===== src/rtl/semiauto_motion_ctrl.sv =====
// Registered motion stage for semi-auto driving: state capture, turn timing, motor decode.
// Optional SEMIAUTO_AROUND_EN: `around` selects AROUND_TICKS for U-turns.
module semiauto_motion_ctrl #(
    parameter int unsigned TICK_DIV     = 2_000_000,
    parameter int unsigned TURN_TICKS   = 45,
    parameter int unsigned AROUND_TICKS = 90
) (
    input  logic       sys_clk,
    input  logic       rst_n,
    input  logic       power,
    input  logic [1:0] global_state,
    input  logic [1:0] next_state,
    input  logic [3:0] next_moving_state,
    input  logic       around,
    output logic [1:0] state,
    output logic [3:0] moving_state,
    output logic       turn_done,
    output logic       left_fwd,
    output logic       left_bwd,
    output logic       right_fwd,
    output logic       right_bwd
);
    localparam int unsigned PW = (TICK_DIV > 1) ? $clog2(TICK_DIV) : 1;

    localparam logic [1:0] S2 = 2'b01;
    localparam logic [1:0] S3 = 2'b10;

    localparam logic [3:0] MV_STOP  = 4'b0000;
    localparam logic [3:0] MV_FWD   = 4'b0001;
    localparam logic [3:0] MV_LEFT  = 4'b0100;
    localparam logic [3:0] MV_RIGHT = 4'b1000;

    localparam logic [10:0]   TURN_LIM = 11'(TURN_TICKS);
    localparam logic [PW-1:0] TICK_MAX = PW'(TICK_DIV - 1);

    logic          run_q;
    logic [PW-1:0] presc;
    logic [10:0]   turn_cnt;
    logic [10:0]   limit;
    logic          active;
    logic          tick;
    logic          turn_end;
    logic          legal_turn;

`ifdef SEMIAUTO_AROUND_EN
    localparam logic [10:0] AROUND_LIM = 11'(AROUND_TICKS);
    logic [10:0] limit_q;
    assign limit = limit_q;
`else
    localparam int unsigned unused_around_ticks = AROUND_TICKS;
    logic unused_around;
    assign unused_around = around;
    assign limit = TURN_LIM;
`endif

    // Releases one edge after rst_n rises so the first capture lands on the second edge.
    always_ff @(posedge sys_clk or negedge rst_n) begin
        if (!rst_n) run_q <= 1'b0;
        else        run_q <= 1'b1;
    end

    assign active     = power && (global_state == 2'b01 || global_state == 2'b10);
    assign tick       = (presc == TICK_MAX);
    assign turn_end   = tick && (turn_cnt == limit - 11'd1);
    assign legal_turn = (next_moving_state == MV_LEFT) || (next_moving_state == MV_RIGHT);

    always_ff @(posedge sys_clk or negedge rst_n) begin
        if (!rst_n) begin
            state        <= S2;
            moving_state <= MV_STOP;
            turn_done    <= 1'b0;
            presc        <= '0;
            turn_cnt     <= '0;
`ifdef SEMIAUTO_AROUND_EN
            limit_q      <= TURN_LIM;
`endif
        end else if (run_q) begin
            turn_done <= 1'b0;
            if (!active) begin
                state        <= S2;
                moving_state <= MV_STOP;
                presc        <= '0;
                turn_cnt     <= '0;
            end else if (state == S3) begin
                if (turn_end) begin
                    state        <= S2;
                    moving_state <= MV_STOP;
                    turn_done    <= 1'b1;
                    presc        <= '0;
                    turn_cnt     <= '0;
                end else begin
                    presc <= tick ? '0 : presc + PW'(1);
                    if (tick) turn_cnt <= turn_cnt + 11'd1;
                end
            end else if (next_state == S3) begin
                if (legal_turn) begin
                    state        <= S3;
                    moving_state <= next_moving_state;
                    presc        <= '0;
                    turn_cnt     <= '0;
`ifdef SEMIAUTO_AROUND_EN
                    limit_q      <= around ? AROUND_LIM : TURN_LIM;
`endif
                end else begin
                    state        <= S2;
                    moving_state <= MV_STOP;
                end
            end else begin
                state        <= next_state;
                moving_state <= next_moving_state;
            end
        end
    end

    always_comb begin
        left_fwd  = 1'b0;
        left_bwd  = 1'b0;
        right_fwd = 1'b0;
        right_bwd = 1'b0;
        case (moving_state)
            MV_FWD: begin
                left_fwd  = 1'b1;
                right_fwd = 1'b1;
            end
            MV_LEFT: begin
                left_bwd  = 1'b1;
                right_fwd = 1'b1;
            end
            MV_RIGHT: begin
                left_fwd  = 1'b1;
                right_bwd = 1'b1;
            end
            default: ;
        endcase
    end
endmodule


===== config.mk =====
export PLATFORM = sky130hd
export DESIGN_NAME = semiauto_motion_ctrl
export DESIGN_NICKNAME = d
export VERILOG_FILES = /design/src/rtl/semiauto_motion_ctrl.sv
export SDC_FILE = /design/constraint.sdc
export NUM_CORES = 1
export LEC_CHECK = 0
export ABC_CLOCK_PERIOD_IN_PS = 7590
export BUFFER_PORTS_ARGS = -buffer_cell sky130_fd_sc_hd__buf_4
export CORE_ASPECT_RATIO = 0.5
export CORE_MARGIN = 3
export CORE_UTILIZATION = 38
export DETAILED_ROUTE_END_ITERATION = 10
export SKIP_CTS_REPAIR_TIMING = 1
export SYNTH_ARGS = -nofsm -noshare
export SYNTH_HDL_FRONTEND = slang
export SYNTH_SLANG_ARGS = --single-unit
export TNS_END_PERCENT = 5

===== constraint.sdc =====
create_clock -name sys_clk -period 7.59 [get_ports sys_clk]
set_clock_uncertainty 0.05 [all_clocks]
set_input_delay 2.277 -clock sys_clk [delete_from_list [all_inputs] [get_ports sys_clk]]
set_output_delay 2.277 -clock sys_clk [all_outputs]
set_load 0.01 [all_outputs]

==> summary.md, run 1 <==
| Metric | Value |
|---|---|
| Number of H-tree levels | `2` |
| Summed negative setup slack over all endpoints | `0 ps` |
| Per-cell via count in the routed design | `5.630` |
| Post-Route Hold Slack | `454.6 ps` |
| Fraction of layout cells with a size suffix above 1 | `15.83%` |
| Cell chosen for the clock root | `sky130_fd_sc_hd__clkbuf_16` |
| Worst slack, placed | `3026 ps` |
| Power per Cell Area | `192.6 nW/um^2` |
| Setup repair after global routing missed its margin | `no` |
| Fmax | `0.2328 GHz` |
| Antenna violations before repair | `0` |
| Proportion of power drawn by combinational gates | `7.5%` |
| LEAKAGE | `1.105 nW` |
| Critical path class | `input pin to flop` |
| Final Cycle Share | `56.60%` |
| Post-DP Area | `2471 um^2` |
| Worst path required time | `7700 ps` |
| Sw Pwr | `0.1063 mW` |
| Clock power share | `49.6%` |
| Ordered list of cells on the worst path | `buf_4, xor2_1, nand2_1, or2_2, nor2_1, nand2_1, o41ai_1` |
| Critical path's largest stage delay | `510 ps` |
| Count of final hold-check violations | `0` |
| Cells after DPL | `343` |
| Avg WL per Cell | `14.88 um` |
| Clock Tree Buf Depth | `2` |
| Die extent in y | `60.50 um` |
| Status | `finished, final reports clean` |
| Transition time at the pin with the least slew margin | `1005 ps` |
| Number of max-cap violations | `0` |
| YS warnings | `0` |
| Final HPWL from detailed placement | `3.567 mm` |
| Ranking of synthesized cells by area | `sky130_fd_sc_hd__dfrtp_1 43%, sky130_fd_sc_hd__o21ai_0 7.3%, sky130_fd_sc_hd__nand2_1 5.0%` |
| Worst-case headroom to the max-slew limit | `32.76%` |
| Area fraction of the dominant cell type after synthesis | `43.24%` |
| Sequential cell area fraction in the yosys report | `44.40%` |
| Element type at the critical path end | `flop` |
| Startpoint Class | `input pin` |
| CORE AREA | `5610 um^2` |
| Synthesis-to-layout area growth | `17.57%` |
| Clock tree from TritonCTS | `yes` |
| Synth area leader | `sky130_fd_sc_hd__dfrtp_1` |
| Crit path max-delay family | `simple AND/OR/NAND/NOR gates` |
| Slowest stage cell on the critical path | `sky130_fd_sc_hd__nor2_1` |
| Clock-pin slew on the worst setup and hold paths | `60 ps` |
| Share of total power in sequential cells | `43.0%` |
| Reg2Reg Launch Point | `presc[14]` |
| First element of the critical path | `global_state[1]` |
| Cell Area, Synth | `2257 um^2` |
| Min-Delay Path Class | `flop to flop` |
| Vias | `1976` |
| Total number of nets in the final design | `292` |
| TritonCTS Sinks | `40` |
| Number of iterations in the first detailed-routing pass | `4` |
| Pwr Total | `0.5110 mW` |
| Dominant synthesized flop cell | `sky130_fd_sc_hd__dfrtp_1` |
| Switching fraction of total power | `20.79%` |
| Crit-path most repeated cell | `sky130_fd_sc_hd__nand2_1` |
| Post-layout utilization of the core | `47.30%` |
| Fillcell total | `538` |
| Port Buf Inserts | `21` |
| Tot GR Track Use | `15.92%` |
| DRT Wirelength | `5.223 mm` |
| Distinct cell type count after synthesis | `44` |
| IO Pins | `23` |
| Final global-route overflow total | `0` |
| Global-route wire length before repair | `8.852 mm` |
| Horiz. Die Dim | `115.0 um` |
| Pin count of the biggest net entering global routing | `41` |
| Insertion delay of the later-clocked pin in the worst-skew pair | `280 ps` |
| Worst EP arrival | `4410 ps` |
| DRC marker count from the first detailed-route iteration | `143` |
| Average size of a mapped cell | `8.783 um^2` |
| Fin cells | `351` |
| Post-route cell area | `2654 um^2` |
| Ant. Diodes | `0` |
| Initial core utilization | `40.23%` |
| Global placement routability congestion | `0.7984` |
| Number of clock buffers inserted by TritonCTS | `5` |
| Shortest clock period the worst path allows after layout | `4296 ps` |
| Peak ir drop on the vdd network | `78.39 uV` |
| Maximum fanout count along the critical path | `13` |
| Synth async-reset ratio | `100.0%` |
| Number of flops mapped to enable cells by yosys | `0` |
| Pint | `0.4047 mW` |
| Num rows | `19` |
| FF+latch count, synth | `40` |
| Number of max-slew violations in the final report | `0` |
| Via count of the first global-routing pass | `1834` |
| Number of DRC violations after detailed routing | `0` |
| Min-Delay Startpoint | `presc[17]` |
| Sum of buffers and inverters on the critical path | `1` |
| Overall die area | `6957 um^2` |
| Synthesized netlist net count | `272` |
| Detail Route Antenna Nets | `0` |
| Final WS setup | `3294 ps` |
| Total of endpoints with negative setup slack in the final report | `0` |
| Number of instances in the synthesized netlist | `257` |
layout by cell type (no fill, tap or decap), types with 6 or more instances in the layout:
master	count
sky130_fd_sc_hd__buf_4	22
sky130_fd_sc_hd__xnor2_1	7
sky130_fd_sc_hd__o21ai_0	33
sky130_fd_sc_hd__a21oi_1	6
sky130_fd_sc_hd__nand2_1	30
sky130_fd_sc_hd__nor3_1	11
sky130_fd_sc_hd__nand4_1	7
sky130_fd_sc_hd__and3_1	9
sky130_fd_sc_hd__dfrtp_1	39
sky130_fd_sc_hd__nor2_1	16
sky130_fd_sc_hd__nand3_1	20
sky130_fd_sc_hd__o31ai_1	13
cells in the mapped netlist, types with 5 or more instances:
cell / number
sky130_fd_sc_hd__nand3_1: 20
sky130_fd_sc_hd__nor2_1: 16
sky130_fd_sc_hd__nand2b_1: 5
sky130_fd_sc_hd__xnor2_1: 7
sky130_fd_sc_hd__a21oi_1: 6
sky130_fd_sc_hd__nor4b_1: 5
sky130_fd_sc_hd__o31ai_1: 13
sky130_fd_sc_hd__nand4_1: 7
sky130_fd_sc_hd__clkbuf_1: 7
sky130_fd_sc_hd__inv_1: 5
sky130_fd_sc_hd__dfrtp_1: 39
sky130_fd_sc_hd__o21ai_0: 33
sky130_fd_sc_hd__nor3_1: 11
sky130_fd_sc_hd__nand2_1: 30
sky130_fd_sc_hd__and3_1: 9
per-layer routing:
metal	vias to the layer above	wire length (um)	global-route usage (%)	share of wire, %
met5	-	0	0	0
met4	0	55	4.682	1.1
met3	7	195	3.287	3.7
met2	36	2282	25.41	44
met1	943	2690	22.25	52
li1	990	-	-	-
state kept, by name (all words and copies together), names as in the netlist:
signal and flops:
state 2, turn_cnt 11, run_q 1, turn_done 1, moving_state 4, presc 21
path summary, 6_finish.rpt:
kind / cells past startpoint / slack, ps / end
hold / removal: 1 / 450 / presc[17]
max in group asynchronous: 1 / 5200 / state[0]
setup reg to reg: 6 / 4750 / turn_cnt[10]
hold reg to reg: 1 / 450 / presc[17]
setup / recovery: 7 / 3290 / presc[5]
min in group asynchronous: 1 / 1920 / moving_state[3]
cell type report:
type | instances | area, um^2 | area share (%)
sequential | 40 | 1002 | 37.77
timing repair buffer | 22 | 165.2 | 6.223
tap | 73 | 91.34 | 3.442
multi-input combinational | 203 | 1194 | 44.98
clock inverter | 1 | 30.03 | 1.132
clock buffer | 7 | 152.6 | 5.752
inverter | 5 | 18.77 | 0.7072
power groups by stage:
| stage | Clock [mW] | Sequential (mW) | Combinational (mW) |
|---|---|---|---|
| 2_1_floorplan | 0 | 0.224 | 0.0190 |
| 3_3_place_gp | 0 | 0.223 | 0.0383 |
| 3_5_place_dp | 0 | 0.223 | 0.0387 |
| 4_1_cts | 0.261 | 0.220 | 0.0388 |
| 5_1_grt | 0.270 | 0.220 | 0.0429 |
| 6_report | 0.253 | 0.220 | 0.0382 |
kinds of logic (layout without fill, tap and decap cells):
| logic type | count (synthesis) | after routing | synth area share [%] |
|---|---|---|---|
| flip-flops | 40 | 40 | 44.40 |
| AO/OA/AOI/OAI | 66 | 66 | 17.68 |
| other | 1 | 1 | 0.1661 |
| XOR/XNOR | 9 | 9 | 3.492 |
| AND/OR/NAND/NOR | 124 | 124 | 29.88 |
| buffers and inverters | 14 | 35 | 2.716 |
| adder cells (fa/ha/maj) | 3 | 3 | 1.663 |
(Power assumes the default switching activity.)
==> run 2: changes to the inputs <==
--- a/config.mk
+++ b/config.mk
@@ -5,7 +5,7 @@
 export SDC_FILE = /design/constraint.sdc
 export NUM_CORES = 1
 export LEC_CHECK = 0
-export ABC_CLOCK_PERIOD_IN_PS = 7590
+export ABC_CLOCK_PERIOD_IN_PS = 3700
 export BUFFER_PORTS_ARGS = -buffer_cell sky130_fd_sc_hd__buf_4
 export CORE_ASPECT_RATIO = 0.5
 export CORE_MARGIN = 3
==> constraint.sdc (replaced) <==
create_clock -name sys_clk -period 3.7 [get_ports sys_clk]
set_clock_uncertainty 0.05 [all_clocks]
set_input_delay 1.11 -clock sys_clk [delete_from_list [all_inputs] [get_ports sys_clk]]
set_output_delay 1.11 -clock sys_clk [all_outputs]
set_load 0.01 [all_outputs]
==> summary.md, run 2 (synthesis results as in run 1) <==
| Metric | Value |
|---|---|
| Clock power share | `45.9% (was 49.6%)` |
| Clock-pin slew on the worst setup and hold paths | `60 ps (about the same)` |
| Fraction of layout cells with a size suffix above 1 | `16.67% (was 15.83%)` |
| Final WS setup | `890.8 ps (was 3294 ps)` |
| Crit-path most repeated cell | `sky130_fd_sc_hd__nor2_1 (was sky130_fd_sc_hd__nand2_1)` |
| Antenna violations before repair | `0 (unchanged)` |
| Clock tree from TritonCTS | `yes (unchanged)` |
| Pin count of the biggest net entering global routing | `41 (unchanged)` |
| Critical path class | `flop to flop (was input pin to flop)` |
| Via count of the first global-routing pass | `1910 (was 1834)` |
| Clock Tree Buf Depth | `2 (unchanged)` |
| Startpoint Class | `flop (was input pin)` |
| Number of max-cap violations | `0 (unchanged)` |
| Overall die area | `6957 um^2 (unchanged)` |
| Slowest stage cell on the critical path | `sky130_fd_sc_hd__or4_4 (was sky130_fd_sc_hd__nor2_1)` |
| Avg WL per Cell | `14.58 um (was 14.88 um)` |
| Switching fraction of total power | `22.10% (was 20.79%)` |
| Power per Cell Area | `369.3 nW/um^2 (was 192.6 nW/um^2)` |
| Worst EP arrival | `2900 ps (was 4410 ps)` |
| Registers with the highest flip-flop counts | `presc x21, turn_cnt x11, moving_state x4 (unchanged)` |
| Ordered list of cells on the worst path | `or4_1, or4_4, nor3_1, nor2_1, nor2_1, nor2_1 (was buf_4, xor2_1, nand2_1, or2_2, nor2_1, nand2_1, o41ai_1)` |
| Crit path max-delay family | `simple AND/OR/NAND/NOR gates (unchanged)` |
| Synthesis-to-layout area growth | `17.74% (was 17.57%)` |
| Insertion delay of the later-clocked pin in the worst-skew pair | `280 ps (about the same)` |
| Post-Route Hold Slack | `469.9 ps (was 454.6 ps)` |
| Fin cells | `355 (was 351)` |
| Final global-route overflow total | `0 (unchanged)` |
| Final Cycle Share | `75.92%` |
| Number of DRC violations after detailed routing | `0 (unchanged)` |
| Transition time at the pin with the least slew margin | `529.6 ps (was 1005 ps)` |
| Final HPWL from detailed placement | `3.637 mm (was 3.567 mm)` |
| Number of flip-flops under the largest register name | `21 (unchanged)` |
| Setup repair after global routing missed its margin | `no (unchanged)` |
| Fmax | `0.3560 GHz` |
| Worst slack, placed | `653.6 ps (was 3026 ps)` |
| Ant. Diodes | `0 (unchanged)` |
| Share of total power in sequential cells | `45.9% (was 43.0%)` |
| Per-cell via count in the routed design | `5.631 (was 5.630)` |
| Vias | `1999 (was 1976)` |
| Post-DP Area | `2501 um^2 (was 2471 um^2)` |
| TritonCTS Sinks | `40 (unchanged)` |
| Die extent in y | `60.50 um (unchanged)` |
| LEAKAGE | `1.112 nW (was 1.105 nW)` |
| Tot GR Track Use | `16.35% (was 15.92%)` |
| Initial core utilization | `40.23% (unchanged)` |
| Most flops, register | `presc (unchanged)` |
| Worst path required time | `3800 ps (was 7700 ps)` |
| Global-route wire length before repair | `9.108 mm (was 8.852 mm)` |
| Total of endpoints with negative setup slack in the final report | `0 (unchanged)` |
| Number of iterations in the first detailed-routing pass | `4 (unchanged)` |
| Total number of nets in the final design | `296 (was 292)` |
| Critical path's largest stage delay | `550 ps (was 510 ps)` |
| Element type at the critical path end | `flop (unchanged)` |
| DRT Wirelength | `5.177 mm (was 5.223 mm)` |
| Number of H-tree levels | `2 (unchanged)` |
| Cells after DPL | `347 (was 343)` |
| Num rows | `19 (unchanged)` |
| Shortest clock period the worst path allows after layout | `2809 ps` |
| Summed negative setup slack over all endpoints | `0 ps (unchanged)` |
| Pint | `0.7645 mW (was 0.4047 mW)` |
| Cell chosen for the clock root | `sky130_fd_sc_hd__clkbuf_16 (unchanged)` |
| Min-Delay Path Class | `flop to flop (unchanged)` |
| Global placement routability congestion | `0.8263 (was 0.7984)` |
| Horiz. Die Dim | `115.0 um (unchanged)` |
| Status | `finished, final reports clean (unchanged)` |
| CORE AREA | `5610 um^2 (unchanged)` |
| Sum of buffers and inverters on the critical path | `0 (was 1)` |
| Number of max-slew violations in the final report | `0 (unchanged)` |
| IO Pins | `23 (unchanged)` |
| Most common cell after layout, fill and taps aside | `sky130_fd_sc_hd__dfrtp_1 (unchanged)` |
| Proportion of power drawn by combinational gates | `8.2% (was 7.5%)` |
| Count of final hold-check violations | `0 (unchanged)` |
| Maximum fanout count along the critical path | `7 (was 13)` |
| Worst-case headroom to the max-slew limit | `64.56% (was 32.76%)` |
| Detail Route Antenna Nets | `0 (unchanged)` |
| DRC marker count from the first detailed-route iteration | `158 (was 143)` |
| Peak ir drop on the vdd network | `163.7 uV (was 78.39 uV)` |
| Highest-count cells in the layout ignoring fill and taps | `39 x sky130_fd_sc_hd__dfrtp_1, 33 x sky130_fd_sc_hd__o21ai_0, 30 x sky130_fd_sc_hd__nand2_1 (unchanged)` |
| Post-route cell area | `2658 um^2 (was 2654 um^2)` |
| Sw Pwr | `0.2169 mW (was 0.1063 mW)` |
| Number of clock buffers inserted by TritonCTS | `5 (unchanged)` |
| Port Buf Inserts | `21 (unchanged)` |
run 2: layout make-up:
cell class | count | area, um^2
clock buffers | 8 | 156.4
well taps | 73 | 91.34
flip-flops and latches | 40 | 1002
fillers | 543 | 2953
multi-input cells | 203 | 1194
repair buffers | 26 | 195.2
inverters | 5 | 18.77
run 2: worst paths after layout:
check / slack, ps / cells past startpoint / start / end
setup / recovery: 890 / 6 / presc[14] / turn_cnt[5]
setup reg to reg: 890 / 6 / presc[14] / turn_cnt[5]
hold reg to reg: 470 / 1 / presc[14] / presc[14]
min in group asynchronous: 750 / 1 / rst_n / moving_state[3]
max in group asynchronous: 2470 / 1 / rst_n / state[0]
hold / removal: 470 / 1 / presc[14] / presc[14]
run 2: power groups by stage:
stage	logic [mW]	registers (mW)	clock network, mW
after floorplan	0.0389	0.459	0
after global placement	0.0808	0.458	0
after detailed placement	0.0824	0.458	0
after CTS	0.0825	0.450	0.461
after global routing	0.0904	0.451	0.479
final	0.0809	0.451	0.450
run 2: routing by layer:
metal,share of wire [%],vias to the layer above,track usage [%]
li1,-,993,-
met5,0,-,0
met4,0.58,0,4.682
met1,49,952,22.74
met3,5.0,3,3.586
met2,45,51,26.15
run 2: metrics by stage:
step	power, mW	util, %
after floorplan	0.4982	-
after global placement	0.5387	44.58
after detailed placement	0.5407	44.58
after CTS	0.9936	47.37
after global routing	1.021	47.37
final	0.9814	47.37
